### config.mk
export PLATFORM = sky130hd
export DESIGN_NAME = astro_ctrl_matrix
export DESIGN_NICKNAME = d
export VERILOG_FILES = /design/src/rtl/astro_input_pkg.sv /design/src/rtl/astro_ctrl_matrix_paddle_slew.sv /design/src/rtl/astro_ctrl_matrix.sv
export SDC_FILE = /design/constraint.sdc
export NUM_CORES = 1
export LEC_CHECK = 0
export CAP_MARGIN = 20
export CELL_PAD_IN_SITES_DETAIL_PLACEMENT = 1
export CELL_PAD_IN_SITES_GLOBAL_PLACEMENT = 2
export CORE_MARGIN = 1
export CORE_UTILIZATION = 27
export CTS_BUF_LIST = sky130_fd_sc_hd__clkbuf_2 sky130_fd_sc_hd__clkbuf_4 sky130_fd_sc_hd__clkbuf_8
export CTS_CLUSTER_SIZE = 28
export DETAILED_ROUTE_END_ITERATION = 7
export PLACE_DENSITY_LB_ADDON = 0.25
export SYNTH_ARGS = -nofsm -noshare
export SYNTH_HDL_FRONTEND = slang
export SYNTH_SLANG_ARGS = --single-unit
### constraint.sdc
create_clock -name clk_sys -period 5.2 [get_ports clk_sys]
set_input_delay 1.04 -clock clk_sys [delete_from_list [all_inputs] [get_ports clk_sys]]
set_output_delay 1.04 -clock clk_sys [all_outputs]
set_load 0.01 [all_outputs]
### src/rtl/astro_input_pkg.sv
// Shared constants for the Astrocade controller front end: joystick bit layout,
// keypad matrix positions, PS/2 scancodes and paddle defaults.
package astro_input_pkg;

    localparam int JOY_RIGHT  = 0;
    localparam int JOY_LEFT   = 1;
    localparam int JOY_DOWN   = 2;
    localparam int JOY_UP     = 3;
    localparam int JOY_TRIG   = 4;
    localparam int JOY_DIGIT0 = 5;
    localparam int JOY_CHAR   = 15;

    // Keypad bank index = column * KP_ROWS + row, columns k0..k3
    localparam int KP_ROWS = 6;
    localparam int KP_C = 0 * KP_ROWS + 0;
    localparam int KP_7 = 0 * KP_ROWS + 1;
    localparam int KP_8 = 1 * KP_ROWS + 1;
    localparam int KP_9 = 2 * KP_ROWS + 1;
    localparam int KP_4 = 0 * KP_ROWS + 2;
    localparam int KP_5 = 1 * KP_ROWS + 2;
    localparam int KP_6 = 2 * KP_ROWS + 2;
    localparam int KP_1 = 0 * KP_ROWS + 3;
    localparam int KP_2 = 1 * KP_ROWS + 3;
    localparam int KP_3 = 2 * KP_ROWS + 3;
    localparam int KP_0 = 1 * KP_ROWS + 4;

    localparam logic [7:0] SC_0    = 8'h45;
    localparam logic [7:0] SC_1    = 8'h16;
    localparam logic [7:0] SC_2    = 8'h1E;
    localparam logic [7:0] SC_3    = 8'h26;
    localparam logic [7:0] SC_4    = 8'h25;
    localparam logic [7:0] SC_5    = 8'h2E;
    localparam logic [7:0] SC_6    = 8'h36;
    localparam logic [7:0] SC_7    = 8'h3D;
    localparam logic [7:0] SC_8    = 8'h3E;
    localparam logic [7:0] SC_9    = 8'h46;
    localparam logic [7:0] SC_BKSP = 8'h66;

    localparam int DEF_PADDLE_DIV  = 14318;
    localparam int DEF_PADDLE_STEP = 4;

    function automatic logic [7:0] joy_column(input logic [15:0] j);
        return {3'b000, j[JOY_TRIG], j[JOY_RIGHT], j[JOY_LEFT], j[JOY_DOWN], j[JOY_UP]};
    endfunction

    function automatic logic [23:0] joy_keypad(input logic [15:0] j);
        logic [23:0] k;
        k       = '0;
        k[KP_0] = j[JOY_DIGIT0 + 0];
        k[KP_1] = j[JOY_DIGIT0 + 1];
        k[KP_2] = j[JOY_DIGIT0 + 2];
        k[KP_3] = j[JOY_DIGIT0 + 3];
        k[KP_4] = j[JOY_DIGIT0 + 4];
        k[KP_5] = j[JOY_DIGIT0 + 5];
        k[KP_6] = j[JOY_DIGIT0 + 6];
        k[KP_7] = j[JOY_DIGIT0 + 7];
        k[KP_8] = j[JOY_DIGIT0 + 8];
        k[KP_9] = j[JOY_DIGIT0 + 9];
        k[KP_C] = j[JOY_CHAR];
        return k;
    endfunction

    // Returns {valid, bank index}; valid is 0 for unmapped scancodes
    function automatic logic [5:0] scan_decode(input logic [7:0] sc);
        case (sc)
            SC_0:    return {1'b1, 5'(KP_0)};
            SC_1:    return {1'b1, 5'(KP_1)};
            SC_2:    return {1'b1, 5'(KP_2)};
            SC_3:    return {1'b1, 5'(KP_3)};
            SC_4:    return {1'b1, 5'(KP_4)};
            SC_5:    return {1'b1, 5'(KP_5)};
            SC_6:    return {1'b1, 5'(KP_6)};
            SC_7:    return {1'b1, 5'(KP_7)};
            SC_8:    return {1'b1, 5'(KP_8)};
            SC_9:    return {1'b1, 5'(KP_9)};
            SC_BKSP: return {1'b1, 5'(KP_C)};
            default: return 6'b0;
        endcase
    endfunction

endpackage

### src/rtl/astro_ctrl_matrix_paddle_slew.sv
// Slew-limited paddle pot: on each tick moves toward target by at most STEP,
// never overshooting.
module paddle_slew
    import astro_input_pkg::*;
#(
    parameter int STEP = DEF_PADDLE_STEP
) (
    input  logic       clk_sys,
    input  logic       reset,
    input  logic       tick,
    input  logic [7:0] target,
    output logic [7:0] pot
);

    logic [8:0] diff_up;
    logic [8:0] diff_dn;
    logic [8:0] step9;

    assign step9   = 9'(STEP);
    assign diff_up = {1'b0, target} - {1'b0, pot};
    assign diff_dn = {1'b0, pot} - {1'b0, target};

    always_ff @(posedge clk_sys or posedge reset) begin
        if (reset) begin
            pot <= 8'h7F;
        end else if (tick) begin
            if (target > pot)
                pot <= pot + 8'((diff_up < step9) ? diff_up : step9);
            else if (pot > target)
                pot <= pot - 8'((diff_dn < step9) ? diff_dn : step9);
        end
    end

endmodule

### src/rtl/astro_ctrl_matrix.sv
// Astrocade controller front end: joysticks, PS/2 keypad bank and slewed paddles
// folded into the registered switch-matrix row and pot values.
module astro_ctrl_matrix
    import astro_input_pkg::*;
#(
    parameter int PADDLE_DIV  = DEF_PADDLE_DIV,
    parameter int PADDLE_STEP = DEF_PADDLE_STEP
) (
    input  logic        clk_sys,
    input  logic        reset,
    input  logic [15:0] joya,
    input  logic [15:0] joyb,
    input  logic [15:0] joyaa,
    input  logic [15:0] joyba,
    input  logic [10:0] ps2_key,
    input  logic [7:0]  col_select,
    output logic [7:0]  row_data,
    input  logic [3:0]  pot_select,
    output logic [7:0]  pot_data
);

    localparam int CNT_W = (PADDLE_DIV > 1) ? $clog2(PADDLE_DIV) : 1;

    logic [23:0]      kb_bank;
    logic             ps2_tog;
    logic             primed;
    logic [5:0]       sc_dec;
    logic             kb_event;
    logic [23:0]      keypad;
    logic [7:0]       row_next;
    logic [CNT_W-1:0] tick_cnt;
    logic             tick;
    logic [7:0]       target0;
    logic [7:0]       target1;
    logic [7:0]       pot0;
    logic [7:0]       pot1;
    logic [7:0]       pot_next;
    logic             unused_inputs;

    // pot2/pot3 are constant zero, so their select bits contribute nothing
    assign unused_inputs = ^{joyaa[7:0], joyba[7:0], pot_select[3:2]};

    assign sc_dec   = scan_decode(ps2_key[7:0]);
    assign kb_event = primed && (ps2_key[10] != ps2_tog) && !ps2_key[8] && sc_dec[5];

    // The first cycle after reset only primes the toggle copy so a held toggle is not an event
    always_ff @(posedge clk_sys or posedge reset) begin
        if (reset) begin
            kb_bank <= '0;
            ps2_tog <= 1'b0;
            primed  <= 1'b0;
        end else begin
            ps2_tog <= ps2_key[10];
            primed  <= 1'b1;
            if (kb_event)
                kb_bank[sc_dec[4:0]] <= ps2_key[9];
        end
    end

    assign keypad = kb_bank | joy_keypad(joya) | joy_keypad(joyb);

    always_comb begin
        row_next = '0;
        if (col_select[0])
            row_next = row_next | joy_column(joya);
        if (col_select[1])
            row_next = row_next | joy_column(joyb);
        for (int c = 0; c < 4; c++) begin
            if (col_select[4 + c])
                row_next = row_next | {2'b00, keypad[c * KP_ROWS +: KP_ROWS]};
        end
    end

    assign tick = (tick_cnt == CNT_W'(PADDLE_DIV - 1));

    always_ff @(posedge clk_sys or posedge reset) begin
        if (reset)
            tick_cnt <= '0;
        else if (tick)
            tick_cnt <= '0;
        else
            tick_cnt <= tick_cnt + 1'b1;
    end

    assign target0 = 8'h7F - joyaa[15:8];
    assign target1 = 8'h7F - joyba[15:8];

    paddle_slew #(.STEP(PADDLE_STEP)) u_pot0 (
        .clk_sys (clk_sys),
        .reset   (reset),
        .tick    (tick),
        .target  (target0),
        .pot     (pot0)
    );

    paddle_slew #(.STEP(PADDLE_STEP)) u_pot1 (
        .clk_sys (clk_sys),
        .reset   (reset),
        .tick    (tick),
        .target  (target1),
        .pot     (pot1)
    );

    assign pot_next = ({8{pot_select[0]}} & pot0) | ({8{pot_select[1]}} & pot1);

    always_ff @(posedge clk_sys or posedge reset) begin
        if (reset) begin
            row_data <= '0;
            pot_data <= '0;
        end else begin
            row_data <= row_next;
            pot_data <= pot_next;
        end
    end

endmodule

## Yosys cells after proc, flatten, opt, wreduce, memory -nomap -nowiden

Cells that the tools add are included.

- Add/subtract/negate cells: 11
- $lt $le $gt $ge: 10
- Equal/unequal tests: 13
- Multiplexer cells: 19
- Bitwise operators: 10
- Reduce and logical (&&, ||, !) cells: 9

Operators with widths:

| kind | count |
|---|---|
| $mux W8 | 13 |
| $pmux W6 S11 | 1 |
| $eq A8 B6 Y1 const B | 6 |
| $or A24 B16 Y24 | 2 |
| $lt A9 B3 Y1 const B | 4 |
| $sub A8 B8 Y9 | 4 |
| $gt A8 B8 Y1 | 4 |
| $or A8 B6 Y8 | 4 |
| $bwmux W24 | 1 |
| $eq A8 B7 Y1 const B | 3 |
| $add A8 B8 Y8 | 2 |
| $and A8 B8 Y8 | 2 |
| $eq A8 B5 Y1 const B | 2 |
| $sub A7 B8 Y8 const A | 2 |
| $sub A8 B8 Y8 | 2 |
| $add A14 B1 Y14 const B | 1 |
| $eq A14 B14 Y1 const B | 1 |
| $mux W14 | 1 |
| $or A8 B5 Y8 | 1 |
| $or A8 B8 Y8 | 1 |
| $lt A5 B6 Y1 const B | 1 |
| $demux W1 S5 | 1 |
| $ge A5 B1 Y1 const B | 1 |
| $mux W5 | 1 |
| 6 further kinds | 11 |

- Flip-flop bits (word level): 72
- Output and inout bits: 16

## Depth between registers and ports, before layout

- Depth after elaboration: 11
- Mapped depth: 21
- Gate-level depth less buffers: 19

## By module

Synthesis repeated with hierarchy kept, for this count alone.

- Cell total of the unflattened synthesis: 617
- Area, all modules: 5,432.7 µm²

By module, submodules not included:

| module | times used | cells each | area an instance (µm²) | seq. area each (µm²) |
|---|---|---|---|---|
| astro_ctrl_matrix | 1 | 227 | 2,378.5 | 1,151.1 |
| paddle_slew at u_pot0 | 1 | 203 | 1,585.3 | 209.0 |
| paddle_slew at u_pot1 | 1 | 187 | 1,468.9 | 209.0 |

## Least setup slack after synthesis

No wires, ideal clock.

- Path kind: input -> register
- From: in joyaa[10]
- To: reg u_pot0.pot[7]
- Library setup time: 0.068 ns
- Arrival time: 5.250 ns
- Required time: 5.132 ns
- Path slack: -0.119 ns
- Stages: 20
- Path buffers: 2
- Path through: inv_1 ha_1 buf_6 nor2b_4 o311ai_0 mux2i_1 nand2_1 or4_4 buf_6 or2_2 ha_1 a2bb2oi_1 ha_1 nor2b_1 o2111a_1 nor2_1 a21oi_1 or3_1 a211o_1 nand3_1

- Longest elaborated chain between the ends: 7
- Elaborated cells on any way between the ends: 15
- Classes of those cells: 5 x add/sub; 4 x order compare; 4 x mux; 2 x reduce/logical

Ends and longest elaborated chain:

| item | RTL line | text |
|---|---|---|
| start, declared | astro_ctrl_matrix.sv:13 | `input logic [15:0] joyaa,` |
| $sub A7 B8 Y8 (*) | astro_ctrl_matrix.sv:85 | `assign target0 = 8'h7F - joyaa[15:8];` |
| $sub A8 B8 Y9 | astro_ctrl_matrix_paddle_slew.sv:21 | `assign diff_dn = {1'b0, pot} - {1'b0, target};` |
| $lt A9 B3 Y1 | astro_ctrl_matrix_paddle_slew.sv:30 | `pot <= pot - 8'((diff_dn < step9) ? diff_dn : step9);` |
| $mux W8 | astro_ctrl_matrix_paddle_slew.sv:30 |  |
| $sub A8 B8 Y8 | astro_ctrl_matrix_paddle_slew.sv:30 |  |
| $mux W8 | astro_ctrl_matrix_paddle_slew.sv:29 | `else if (pot > target)` |
| $mux W8 | astro_ctrl_matrix_paddle_slew.sv:27 | `if (target > pot)` |
| end signal, assigned | astro_ctrl_matrix_paddle_slew.sv:28 | `pot <= pot + 8'((diff_up < step9) ? diff_up : step9);` |
| end signal, assigned | astro_ctrl_matrix_paddle_slew.sv:30 |  |
| end, declared | astro_ctrl_matrix_paddle_slew.sv:12 | `output logic [7:0] pot` |

Mark *: on every way between the ends. The rest lies on a longest branch, timed or not. The select of a mux whose other input is x is not followed.
A chain may end at the register's enable or synchronous reset.

## Worst setup path in the final report

- From: in joyaa[8]
- To: reg u_pot0.pot[7]

The elaborated chain is that of the path after synthesis.

==> flow_metrics.py <==
metrics = {
    "floorplanning": {
        "dieArea_mm2": 0.0203,
        "ios": 105,
        "rows": 51,
        "die_width_um": 142,
        "fp.coreArea_mm2": 0.0194,
        "fp.dieH_um": 142,
        "initial_utilization_pct": 27.5,
    },
    "detailed_routing": {
        "vias": 5323,
        "viasPerCell": 4.89,
        "routedWlPerCell_um": 15.4,
        "first_iter_violations": 126,
        "ant_nets": 0,
        "wl_mm": 16.7,
        "drc": 0,
        "dr.pass1.iters": 4,
    },
    "global_routing": {
        "grt_pass1_vias": 5641,
        "grt_start_max_net_pins": 40,
        "grt_pass1_wl_mm": 27.4,
        "antenna_found_initial": 0,
        "track_usage_pct": 17.1,
        "grt-ovfl-total": 0,
    },
    "yosys": {
        "synth_edf_count": 0,
        "synthCells": 626,
        "synth-seq-area-share_pct": 29.5,
        "synth_cell_type_count": 70,
        "async_reset_ff_share_pct": 100,
        "yosys_warnings": 0,
        "synthFlopType": "dfrtp_1",
        "syn_avg_cell_area_um2": 8.51,
        "synth.cell_area_mm2": 0.00533,
        "ys_ff_latch": 62,
    },
    "clocking": {
        "h-tree-depth": 3,
        "clockRootBuffer": "clkbuf_8",
        "cts_sinks": 62,
        "clk_latency_ns": 0.37,
        "cts_tree": "yes",
        "clk_pin_slew_ns": 0.09,
        "clockBufferDepth": 2,
        "cts_hold_buffers": 0,
        "numCtsBuffers": 9,
    },
    "timing": {
        "fin_skew_ns": 0.0126,
        "report.final.slew_viol_count": 0,
        "hold_viol": 0,
        "holdWs_ns": 0.385,
        "post-route-period-util_pct": 97.5,
        "max_slew.worst_pin.slew_ns": 0.526,
        "setup_viol": 0,
        "timing.fmax_ghz": 0.197,
        "slew_headroom_pct": 64.5,
        "fin_crit_ns": 5.07,
    },
    "final_layout": {
        "final_area_mm2": 0.00783,
        "area_delta_synth_final_pct": 47.0,
        "antennaDiodeCount": 0,
        "layout_commonest_cell": "buf_4",
        "fin_nets": 964,
        "drive_above_1_share_pct": 28.0,
        "nFillCells": 2360,
        "layout_common_cells": "buf_4 (127), clkdlybuf4s50_1 (75), inv_1 (50)",
    },
    "placed_design": {
        "detailed_place.area_mm2": 0.00727,
        "dp_hpwl_mm": 13.4,
        "gp_congestion": 0.832,
        "port-buffer-count": 81,
    },
    "power": {
        "leakage_uw": 0.00341,
        "vdd_ir_drop_max_uv": 87.3,
        "pwr_density_cell_mw_per_mm2": 162,
    },
    "setup_path": {
        "required_ns": 5.50,
        "endpoint": "u_pot0.pot[7]",
        "cp.arrival_ns": 5.37,
        "path_max_fanout": 3,
        "rrSetupSlack_ns": 0.50,
        "crit_start": "joyaa[8]",
        "end_kind": "register",
        "r2r-start": "u_pot0.pot[0]",
        "critPathLaunchType": "input port",
        "r2r_end": "u_pot0.pot[7]",
        "reg2reg_depth": 18,
        "crit_type": "input port to register",
    },
    "min_path": {
        "hold_path.class": "register to register",
        "hp-start": "kb_bank[6]",
    },
    "outcome": {
        "status": "finished, final reports clean",
    },
    "flow_run": {
        "maxCapViolations": 0,
    },
}
[sequential cells by signal, summed over array words and instances, names as in the netlist]
name,flops
tick_cnt,14
u_pot1.pot,8
kb_bank,16
primed,1
row_data,6
u_pot0.pot,8
ps2_tog,1
pot_data,8
[report_power, final]
group          internal, µW  switching [µW]  total [µW]
Clock                   194             232         426
Combinational           189             159         347
Sequential              490            4.50         495
[stage by stage]
step           setup WS [ns]  total power [µW]  utilization (%)  instances  TNS (ns)
6_report               0.128              1270             40.4       1089         0
3_3_place_gp          -0.699               815             37.5       1066     -2.73
4_1_cts              0.00288              1280             39.0       1085         0
5_1_grt              -0.0316              1350             40.4       1089   -0.0351
2_1_floorplan        0.00832               652                -        627         0
3_5_place_dp          -0.751               825             37.5       1066     -3.25
[worst min-delay path by stage]
stage / depth (start not counted) / slack [ns] / end
3_3_place_gp: 0 / 0.37 / kb_bank[11]
3_5_place_dp: 0 / 0.37 / kb_bank[11]
4_1_cts: 0 / 0.39 / kb_bank[11]
5_1_grt: 0 / 0.40 / kb_bank[6]
2_1_floorplan: 1 / 0.43 / kb_bank[4]
6_report: 0 / 0.39 / kb_bank[6]
[layout make-up]
class | count | area, µm² | area share (%)
repair buffers | 208 | 1780 | 22.7
well taps | 265 | 332 | 4.23
inverters | 52 | 195 | 2.49
clock inverters | 6 | 52.6 | 0.671
clock buffers | 10 | 138 | 1.76
multi-input cells | 486 | 3770 | 48.2
flip-flops and latches | 62 | 1570 | 20.0
[worst max-delay path: stages]
cell and delay, ns:
dlygate4sd2_1 0.25, ha_2 0.18, fa_2 0.40, xnor2_2 0.17, a31oi_1 0.14, o221ai_1 0.16, a211o_1 0.25, or4_4 0.56
or2_4 0.28, ha_4 0.24, a2bb2oi_4 0.13, ha_1 0.23, nor2b_1 0.14, o2111a_1 0.27, nor2_2 0.11, a21oi_2 0.08
or3_1 0.35, a211o_1 0.30, nand3_1 0.08
[Yosys cell counts, types with 3 or more instances]
cell       instances  area (µm²)
nand2_1           40         150
and2_1             4        25.0
nor2_1            45         169
o21ai_0           42         210
o21a_1             7        52.6
nand3_1           29         145
or3_1              6        37.5
or2_2              5        31.3
nand3b_1           4        30.0
a311oi_1           3        26.3
buf_2              4        20.0
a211o_1            3        26.3
nor3_1            15        75.1
ha_1              50         626
o22ai_1            3        18.8
nand2b_1          16         100
xnor2_1           14         123
a21oi_1           36         180
a222oi_1           4        40.0
a21boi_0           3        22.5
o211ai_1           3        22.5
nand4_1           10        62.6
clkbuf_1          19        71.3
inv_1             52         195
nor2b_1           13        81.3
dfstp_2           14         368
fa_1               6         120
o21bai_1           4        30.0
and3_1             6        37.5
a2111oi_0          3        26.3
or4_1              3        22.5
a22o_1             9        78.8
mux2_2            13         146
xor2_1            19         166
dfrtp_1           48        1200
o31ai_1           10        75.1
a21o_1            13        97.6
[repair_timing]
action | 4_1_cts | 5_1_grt
resized for setup | 20 | 48
endpoints found under the setup margin | 4 | 4
endpoints found under the hold margin | 0 | 0
pin swaps | 11 | 15
setup buffers | 3 | 4
[layer usage]
layer	track usage (%)	routed length, µm
met4	3.74	176
met5	0	0
met2	30.9	8280
met1	20.6	7690
met3	3.50	574
[kinds of logic (layout without fill, tap and decap cells)]
logic type / after synthesis / count (layout) / share of synthesized area (%)
and+or+nand+nor: 208 / 208 / 20.1
AOI/OAI and AO/OA: 171 / 171 / 21.7
buffers and inverters: 79 / 276 / 6.08
DFF: 62 / 62 / 29.5
adders and majority gates: 56 / 56 / 14.0
xor gates and xnor gates: 33 / 33 / 5.43
muxes: 15 / 15 / 3.12
other: 2 / 3 / 0.141
Note: power is estimated with default switching activity, not from simulation.
